<file path="config.mk">
export PLATFORM = sky130hd
export DESIGN_NAME = seg_scan_driver
export DESIGN_NICKNAME = d
export VERILOG_FILES = /design/src/rtl/seg_scan_driver.sv
export SDC_FILE = /design/constraint.sdc
export NUM_CORES = 1
export LEC_CHECK = 0
export CAP_MARGIN = 20
export CORE_MARGIN = 2
export CORE_UTILIZATION = 62
export CTS_BUF_LIST = sky130_fd_sc_hd__clkbuf_4 sky130_fd_sc_hd__clkbuf_8
export DETAILED_ROUTE_END_ITERATION = 8
export HOLD_SLACK_MARGIN = 0.12
export MAX_ROUTING_LAYER = met4
export PLACE_DENSITY = 0.85
export REMOVE_ABC_BUFFERS = 1
export SLEW_MARGIN = 15
export SYNTH_ARGS = -nofsm -noshare
export SYNTH_HDL_FRONTEND = slang
export SYNTH_SLANG_ARGS = --single-unit
export TNS_END_PERCENT = 1
</file>
<file path="constraint.sdc">
create_clock -name clk -period 4.25 [get_ports clk]
set_clock_uncertainty 0.05 [all_clocks]
set_input_delay 0.85 -clock clk [delete_from_list [all_inputs] [get_ports clk]]
set_output_delay 0.85 -clock clk [all_outputs]
set_load 0.05 [all_outputs]
</file>
<file path="src/rtl/seg_scan_driver.sv">
// Multiplexed 7-segment scanner with frame-aligned double-buffered display data.
// Define SEG_HEX_EN to decode nibbles 10..15 as hex glyphs A,b,C,d,E,F.
module seg_scan_driver #(
    parameter int NUM_DIGITS = 4,
    parameter int CLK_DIV    = 1000
) (
    input  logic                    clk,
    input  logic                    rst_n,
    input  logic                    load,
    input  logic [4*NUM_DIGITS-1:0] digits_in,
    input  logic [NUM_DIGITS-1:0]   dp_in,
    input  logic                    blank_lz,
    output logic [6:0]              seg,
    output logic                    dp,
    output logic [NUM_DIGITS-1:0]   an,
    output logic                    frame_done
);
    localparam int CW = $clog2(CLK_DIV);
    localparam int IW = (NUM_DIGITS > 1) ? $clog2(NUM_DIGITS) : 1;
    localparam int DW = 4 * NUM_DIGITS;

    logic [CW-1:0]         cnt_q, cnt_d;
    logic [IW-1:0]         idx_q, idx_d;
    logic [DW-1:0]         disp_q, disp_d, pend_q, pend_d;
    logic [NUM_DIGITS-1:0] disp_dp_q, disp_dp_d, pend_dp_q, pend_dp_d;
    logic                  pend_v_q, pend_v_d;
    logic                  started_q, started_d;
    logic [6:0]            seg_q, seg_d;
    logic                  dp_q, dp_d;
    logic [NUM_DIGITS-1:0] an_q, an_d;
    logic                  fd_q, fd_d;

    logic                  cnt_wrap, idx_wrap, frame_edge, guard;
    logic                  keep, blk, sel_dp;
    logic [3:0]            nib;
    logic [NUM_DIGITS-1:0] blank_mask, an_sel;

    function automatic logic [6:0] dec7(input logic [3:0] n);
        case (n)
            4'd0:    dec7 = 7'b1111110;
            4'd1:    dec7 = 7'b0110000;
            4'd2:    dec7 = 7'b1101101;
            4'd3:    dec7 = 7'b1111001;
            4'd4:    dec7 = 7'b0110011;
            4'd5:    dec7 = 7'b1011011;
            4'd6:    dec7 = 7'b1011111;
            4'd7:    dec7 = 7'b1110000;
            4'd8:    dec7 = 7'b1111111;
            4'd9:    dec7 = 7'b1111011;
`ifdef SEG_HEX_EN
            4'd10:   dec7 = 7'b1110111;
            4'd11:   dec7 = 7'b0011111;
            4'd12:   dec7 = 7'b1001110;
            4'd13:   dec7 = 7'b0111101;
            4'd14:   dec7 = 7'b1001111;
            4'd15:   dec7 = 7'b1000111;
`endif
            default: dec7 = 7'b0000000;
        endcase
    endfunction

    always_comb begin
        cnt_wrap   = (cnt_q == CW'(CLK_DIV - 1));
        idx_wrap   = (idx_q == IW'(NUM_DIGITS - 1));
        frame_edge = cnt_wrap && idx_wrap;
        cnt_d      = cnt_wrap ? '0 : cnt_q + 1'b1;
        idx_d      = idx_q;
        if (cnt_wrap) idx_d = idx_wrap ? '0 : idx_q + 1'b1;
        started_d  = started_q | frame_edge;

        pend_d    = pend_q;
        pend_dp_d = pend_dp_q;
        pend_v_d  = pend_v_q;
        disp_d    = disp_q;
        disp_dp_d = disp_dp_q;
        if (load) begin
            pend_d    = digits_in;
            pend_dp_d = dp_in;
            pend_v_d  = 1'b1;
        end
        // Display only changes on the last edge of the frame.
        if (frame_edge) begin
            if (load) begin
                disp_d    = digits_in;
                disp_dp_d = dp_in;
            end else if (pend_v_q) begin
                disp_d    = pend_q;
                disp_dp_d = pend_dp_q;
            end
            pend_v_d = 1'b0;
        end

        keep       = 1'b0;
        blank_mask = '0;
        for (int k = NUM_DIGITS - 1; k >= 1; k--) begin
            if (disp_q[4*k +: 4] != 4'd0) keep = 1'b1;
            blank_mask[k] = blank_lz & ~keep;
        end

        nib    = '0;
        sel_dp = 1'b0;
        blk    = 1'b0;
        an_sel = '0;
        for (int k = 0; k < NUM_DIGITS; k++) begin
            if (idx_q == IW'(k)) begin
                nib       = disp_q[4*k +: 4];
                sel_dp    = disp_dp_q[k];
                blk       = blank_mask[k];
                an_sel[k] = 1'b1;
            end
        end

        // First cycle of every slot is a dark guard cycle against ghosting.
        guard = (cnt_q == '0);
        seg_d = '0;
        dp_d  = 1'b0;
        an_d  = '0;
        if (!guard) begin
            an_d = an_sel;
            if (!blk) seg_d = dec7(nib);
            dp_d = sel_dp & ~blk;
        end
        fd_d = guard && (idx_q == '0) && started_q;
    end

    always_ff @(posedge clk or negedge rst_n) begin
        if (!rst_n) begin
            cnt_q     <= '0;
            idx_q     <= '0;
            disp_q    <= '0;
            disp_dp_q <= '0;
            pend_q    <= '0;
            pend_dp_q <= '0;
            pend_v_q  <= 1'b0;
            started_q <= 1'b0;
            seg_q     <= '0;
            dp_q      <= 1'b0;
            an_q      <= '0;
            fd_q      <= 1'b0;
        end else begin
            cnt_q     <= cnt_d;
            idx_q     <= idx_d;
            disp_q    <= disp_d;
            disp_dp_q <= disp_dp_d;
            pend_q    <= pend_d;
            pend_dp_q <= pend_dp_d;
            pend_v_q  <= pend_v_d;
            started_q <= started_d;
            seg_q     <= seg_d;
            dp_q      <= dp_d;
            an_q      <= an_d;
            fd_q      <= fd_d;
        end
    end

    assign seg        = seg_q;
    assign dp         = dp_q;
    assign an         = an_q;
    assign frame_done = fd_q;
endmodule
</file>
; ---- After elaboration in Yosys (flattened, before gate mapping)
; Memories as Yosys holds them, arrays and structs flattened.
; Cells that the tools add are included.
[classes]
eq_ne = 4
n_addsub = 2
bitwise_logic = 9
n_reduce_logical = 11
muxes = 30
[op_table]
columns = cell, count
row1 = 16-bit two-way mux, 2
row2 = 4-bit two-way mux, 7
row3 = 1-bit two-way mux, 17
row4 = 7-bit two-way mux, 2
row5 = 4-bit nonzero test, 3
row6 = "10-bit by 1-bit adder with 10-bit output, second input constant", 1
row7 = "10-bit == test, second input constant", 1
row8 = 10-bit logical NOT, 1
row9 = 10-bit two-way mux, 1
row10 = 1-bit AND, 4
row11 = "2-bit == test, second input constant", 2
row12 = 1-bit NOT, 4
row13 = 2-bit nonzero test, 2
row14 = 1-bit logical AND, 3
row15 = "2-bit by 1-bit adder with 2-bit output, second input constant", 1
row16 = "2-bit by 1-bit == test with 1-bit output, second input constant", 1
row17 = 2-bit logical NOT, 1
row18 = 2-bit two-way mux, 1
row19 = 2-bit AND reduction, 1
row20 = 1-bit bitwise OR, 1
[word_totals]
n_memories = 1
rom_bits = 112
elab_cells = 69
register_bits = 67
output_inout_bits = 13
[memory_table]
columns = memory, words, word_bits, rd, rd_ports_with_merged_regs, wr, line_no
row1 = (no name shown), 16, 7, 1, 0, 0, 39  ; case (n)

; ---- Logic depth before layout (Yosys ltp)
[logic_depth]
depth_word = 12
depth_mapped = 10

; ---- Worst setup path after synthesis
; OpenSTA, ideal clock, no wires.
[synth_path]
path_kind = register to register
startpoint = register idx_q[1]
endpoint = register seg_q[2] (netlist: seg[2])
arrival_ps = 2056
setup_ps = 122
stages_incl_launch_ff = 10
path_buffers = 1
t_required_ps = 4078
setup_slack_ps = 2022
path_cell_list = dfrtp_1 > inv_1 > ha_1 > buf_2 > nor2b_1 > a22oi_1 > a221o_1 > ha_1 > mux2_2 > a32o_1
[synth_via]
elab_chain_cells = 8
word_cells_on_any_way = 14
classes_between = eq/ne (3) / mux (9) / reduce/logical (1) / memory (1)
[synth_lines]
columns = item, line_no
row1 = "start, declared", 23  ; logic [IW-1:0] idx_q, idx_d;
row2 = "start signal, assigned", 142  ; idx_q <= idx_d;
row3 = 2-bit logical NOT, 105  ; if (idx_q == IW'(k)) begin
row4 = 4-bit two-way mux (4 in series), 105
row5 = memory read 16 x 7 bit, n/a
row6 = 7-bit two-way mux *, 120  ; if (!blk) seg_d = dec7(nib);
row7 = 7-bit two-way mux *, 118  ; if (!guard) begin
row8 = net seg_d[2], 28  ; logic [6:0] seg_q, seg_d;
row9 = "end signal, assigned", 149  ; seg_q <= seg_d;
row10 = "end, declared", 28
; The timed path passes the listed nets; every way through them passes the cells marked *.
; A chain may end at the register's enable or synchronous reset.

; ---- Worst setup path in the final report
[layout_path]
startpoint = register idx_q[1]
endpoint = register seg_q[1] (netlist: seg[1])
; The elaborated chain is that of the path after synthesis.

==> impl_metrics.tcl <==
set metrics [dict create \
    status "completed" \
    dp_hpwl_um 4050 \
    maximum_achievable_frequency_ghz 0.361 \
    die_y_um 73.9 \
    drive_gt1_share_pct 22.8 \
    max_cap_viol_count 0 \
    end_kind "flip-flop" \
    finalCoreUtilization_pct 77.2 \
    port_buffers 36 \
    core_um2 4720 \
    drt_first_pass_iters 4 \
    register_bit_count_reported_by_yosys 67 \
    yosysSeqAreaShare_pct 55.4 \
    setup.worst_path.class "reg -> reg" \
    synth-async-reset-ratio_pct 100 \
    period_minus_slack_ps 2770 \
    ant_nets 0 \
    rsz0062_at_grt "false" \
    hold_viol_final 0 \
    final_max_slew_viol_count 0 \
    use_met1_pct 33.4 \
    worstReg2RegEnd "seg[1]$_DFF_PN0_" \
    detail_route.vias_per_cell 5.61 \
    dieArea_um2 5460 \
    synth_top_area_share_pct 55.4 \
    globalRoute.totalOverflow 0 \
    power_per_cell_area_nw_per_um2 377 \
    cts-htree-levels 3 \
    global_route.usage.total_pct 25.2 \
    grt_first_pass_wirelength_um 9870 \
    cts_buffer_depth 2 \
    routed_wirelength_um 5830 \
    cts.hold.buffers_added 0 \
    floorplan.initialDensity_pct 64.1 \
    post_synth_inst_count 238 \
    synth.cell_area_um2 3030 \
    cts.clk_slew.worst_paths_ps 70 \
    synth.area.top_cells "dfrtp_1, mux2_4, mux2_2" \
    grt_pass1_vias 2033 \
    min-delay-path-class "reg -> reg" \
    drt-wirelength-per-cell_um 16.6 \
    dieWidth_um 73.9 \
    layout_worst_path_cycle_share_pct 65.1 \
    irDropWorstVdd_mv 0.224 \
    setup_viol_count_final 0 \
    post_cts_resized 0 \
    boundaryPins 37 \
    timing.hold.worst.start "started_q$_DFF_PN0_" \
    groute.layer.met2.usage_pct 36.7 \
    crit_required_ps 4430 \
    setup_crit_start "idx_q[1]$_DFFE_PN0N_" \
    cts.sink_count 67 \
    yosysWarningCount 0 \
    grtUsageMet3_pct 5.62 \
    antennaDiodeCount 0 \
    cts_tree "yes" \
    mostFrequentLayoutCell "dfrtp_1" \
    tritoncts.num_buffers 9 \
    grt_start_max_net_pins 41 \
    final.setup.tns_ps 0 \
    syn_to_final_growth_pct 20.5 \
    ff2ff_setup_slack_ps 1480 \
    synth_cell_type_count 41 \
    worst_max_slew_margin_expressed_relative_to_the_limit_pct 41.2 \
    worst-slew-pin-transition_ps 882 \
    crit_path_start_kind "flip-flop" \
    layout.cells.most_common_list "dfrtp_1, clkdlybuf4s50_1, mux2_2, mux2_4" \
    worstReg2RegStart "idx_q[1]$_DFFE_PN0N_" \
    yosysTopAreaCell "dfrtp_1" \
    gp_weighted_congestion 0.844 \
    synth-main-ff-cell "dfrtp_1" \
    worstSkewPairLatency_ps 330 \
    post-cts-setup-buffers 0 \
    gr-max-usage-layer "met2" \
    timing.reg2reg.worst_path_depth 9 \
    min_delay_path_depth 1 \
    antenna_found_initial 0 \
    crit_path_max_fanout 9 \
    vias 1975 \
    final_net_count 315 \
    avgSynthCellArea_um2 12.7 \
    floorplan.rows 25 \
    timing.critical_path.arrival_ps 2950 \
    synth_edf_count 0 \
    drc_errors 0 \
    cts_root_buf "clkbuf_8" \
    cellLeakagePower_nw 1.71 \
    terminating_pin_of_the_worst_hold_path "started_q$_DFF_PN0_" \
    first_iter_violations 189 \
]
## final cells by class
type / count / area (um^2)
sequential: 67 / 1680
multi-input combinational: 155 / 1270
fill: 303 / 1070
timing repair buffer: 38 / 370
clock buffer: 10 / 131
tap: 67 / 83.8
clock inverter: 6 / 80.1
inverter: 9 / 33.8
## flip-flops by register name (all words and copies together), names as in the netlist
| name | cells |
|---|---|
| dp | 1 |
| pend_dp_q | 4 |
| idx_q | 2 |
| disp_q | 16 |
| seg | 7 |
| pend_v_q | 1 |
| pend_q | 16 |
| cnt_q | 10 |
| an | 4 |
| disp_dp_q | 4 |
| started_q | 1 |
| frame_done | 1 |
## per-stage QoR
stage | instance area, um^2 | setup slack [ps] | instances | hold slack (ps) | power, W
after global placement | 3440 | 1690 | 336 | 380 | 0.000821
final | 3650 | 1480 | 352 | 417 | 0.00138
after global routing | 3650 | 1240 | 352 | 437 | 0.00142
after detailed placement | 3440 | 1640 | 336 | 391 | 0.000828
after floorplan | 2980 | 2060 | 231 | 370 | 0.000763
after CTS | 3650 | 1550 | 352 | 418 | 0.00139
## cell usage after synthesis (all sizes together), types with 2 or more instances
cell type / number
o21ai: 6
nor3: 3
nor2: 16
buf: 4
nand2b: 2
a31o: 3
xor2: 4
clkbuf: 3
dfrtp: 67
and3: 2
inv: 9
a31oi: 2
nor2b: 4
ha: 11
mux2: 40
nor4: 3
nand2: 16
a21o: 5
nand3: 7
and2: 5
mux2i: 2
o22ai: 2
nand4: 2
o211ai: 2
a21oi: 6
## where the power goes
group / leakage [nW] / internal [W] / switching (W)
logic: 0.770 / 0.0000656 / 0.0000663
clock network: 0.113 / 0.000333 / 0.000229
registers: 0.828 / 0.000670 / 0.0000132
total: 1.71 / 0.00107 / 0.000309
## worst max-delay path by stage
stage                                   to  slack (ps)  cells past startpoint
floorplan                 seg[2]$_DFF_PN0_        2060                      8
global placement    disp_q[11]$_DFFE_PN0P_        1690                      4
detailed placement        seg[1]$_DFF_PN0_        1640                      9
CTS                       seg[1]$_DFF_PN0_        1550                      9
global route              seg[1]$_DFF_PN0_        1240                      9
finish                    seg[1]$_DFF_PN0_        1480                      9
## layer usage
| metal | share of wire, % | routed length, um | vias up |
|---|---|---|---|
| met2 | 50 | 2890 | 64 |
| met5 | 0 | 0 | - |
| met1 | 43 | 2530 | 975 |
| met4 | 2.4 | 142 | 0 |
| met3 | 4.5 | 264 | 15 |
| li1 | - | - | 921 |
## cells by family (layout without fill, tap and decap cells)
logic type      count (synthesis)  after routing  synth area share (%)
flops                          67             67                  55.4
fa+ha+maj                      11             11                  4.55
buf+inv                        16             63                  2.56
mux                            42             42                  17.8
xor+xnor                        5              5                  1.45
simple gates                   64             64                  10.7
compound gates                 33             33                  7.52
## critical path, cell delays in order (launching register included)
cell	delay, ps
dfrtp_1	370
inv_1	80
ha_1	300
nor2b_1	420
nand2_1	110
a31oi_1	460
inv_1	230
ha_1	250
nand2b_1	140
a31o_2	240
No activity file was read; power rests on OpenSTA's default activity.
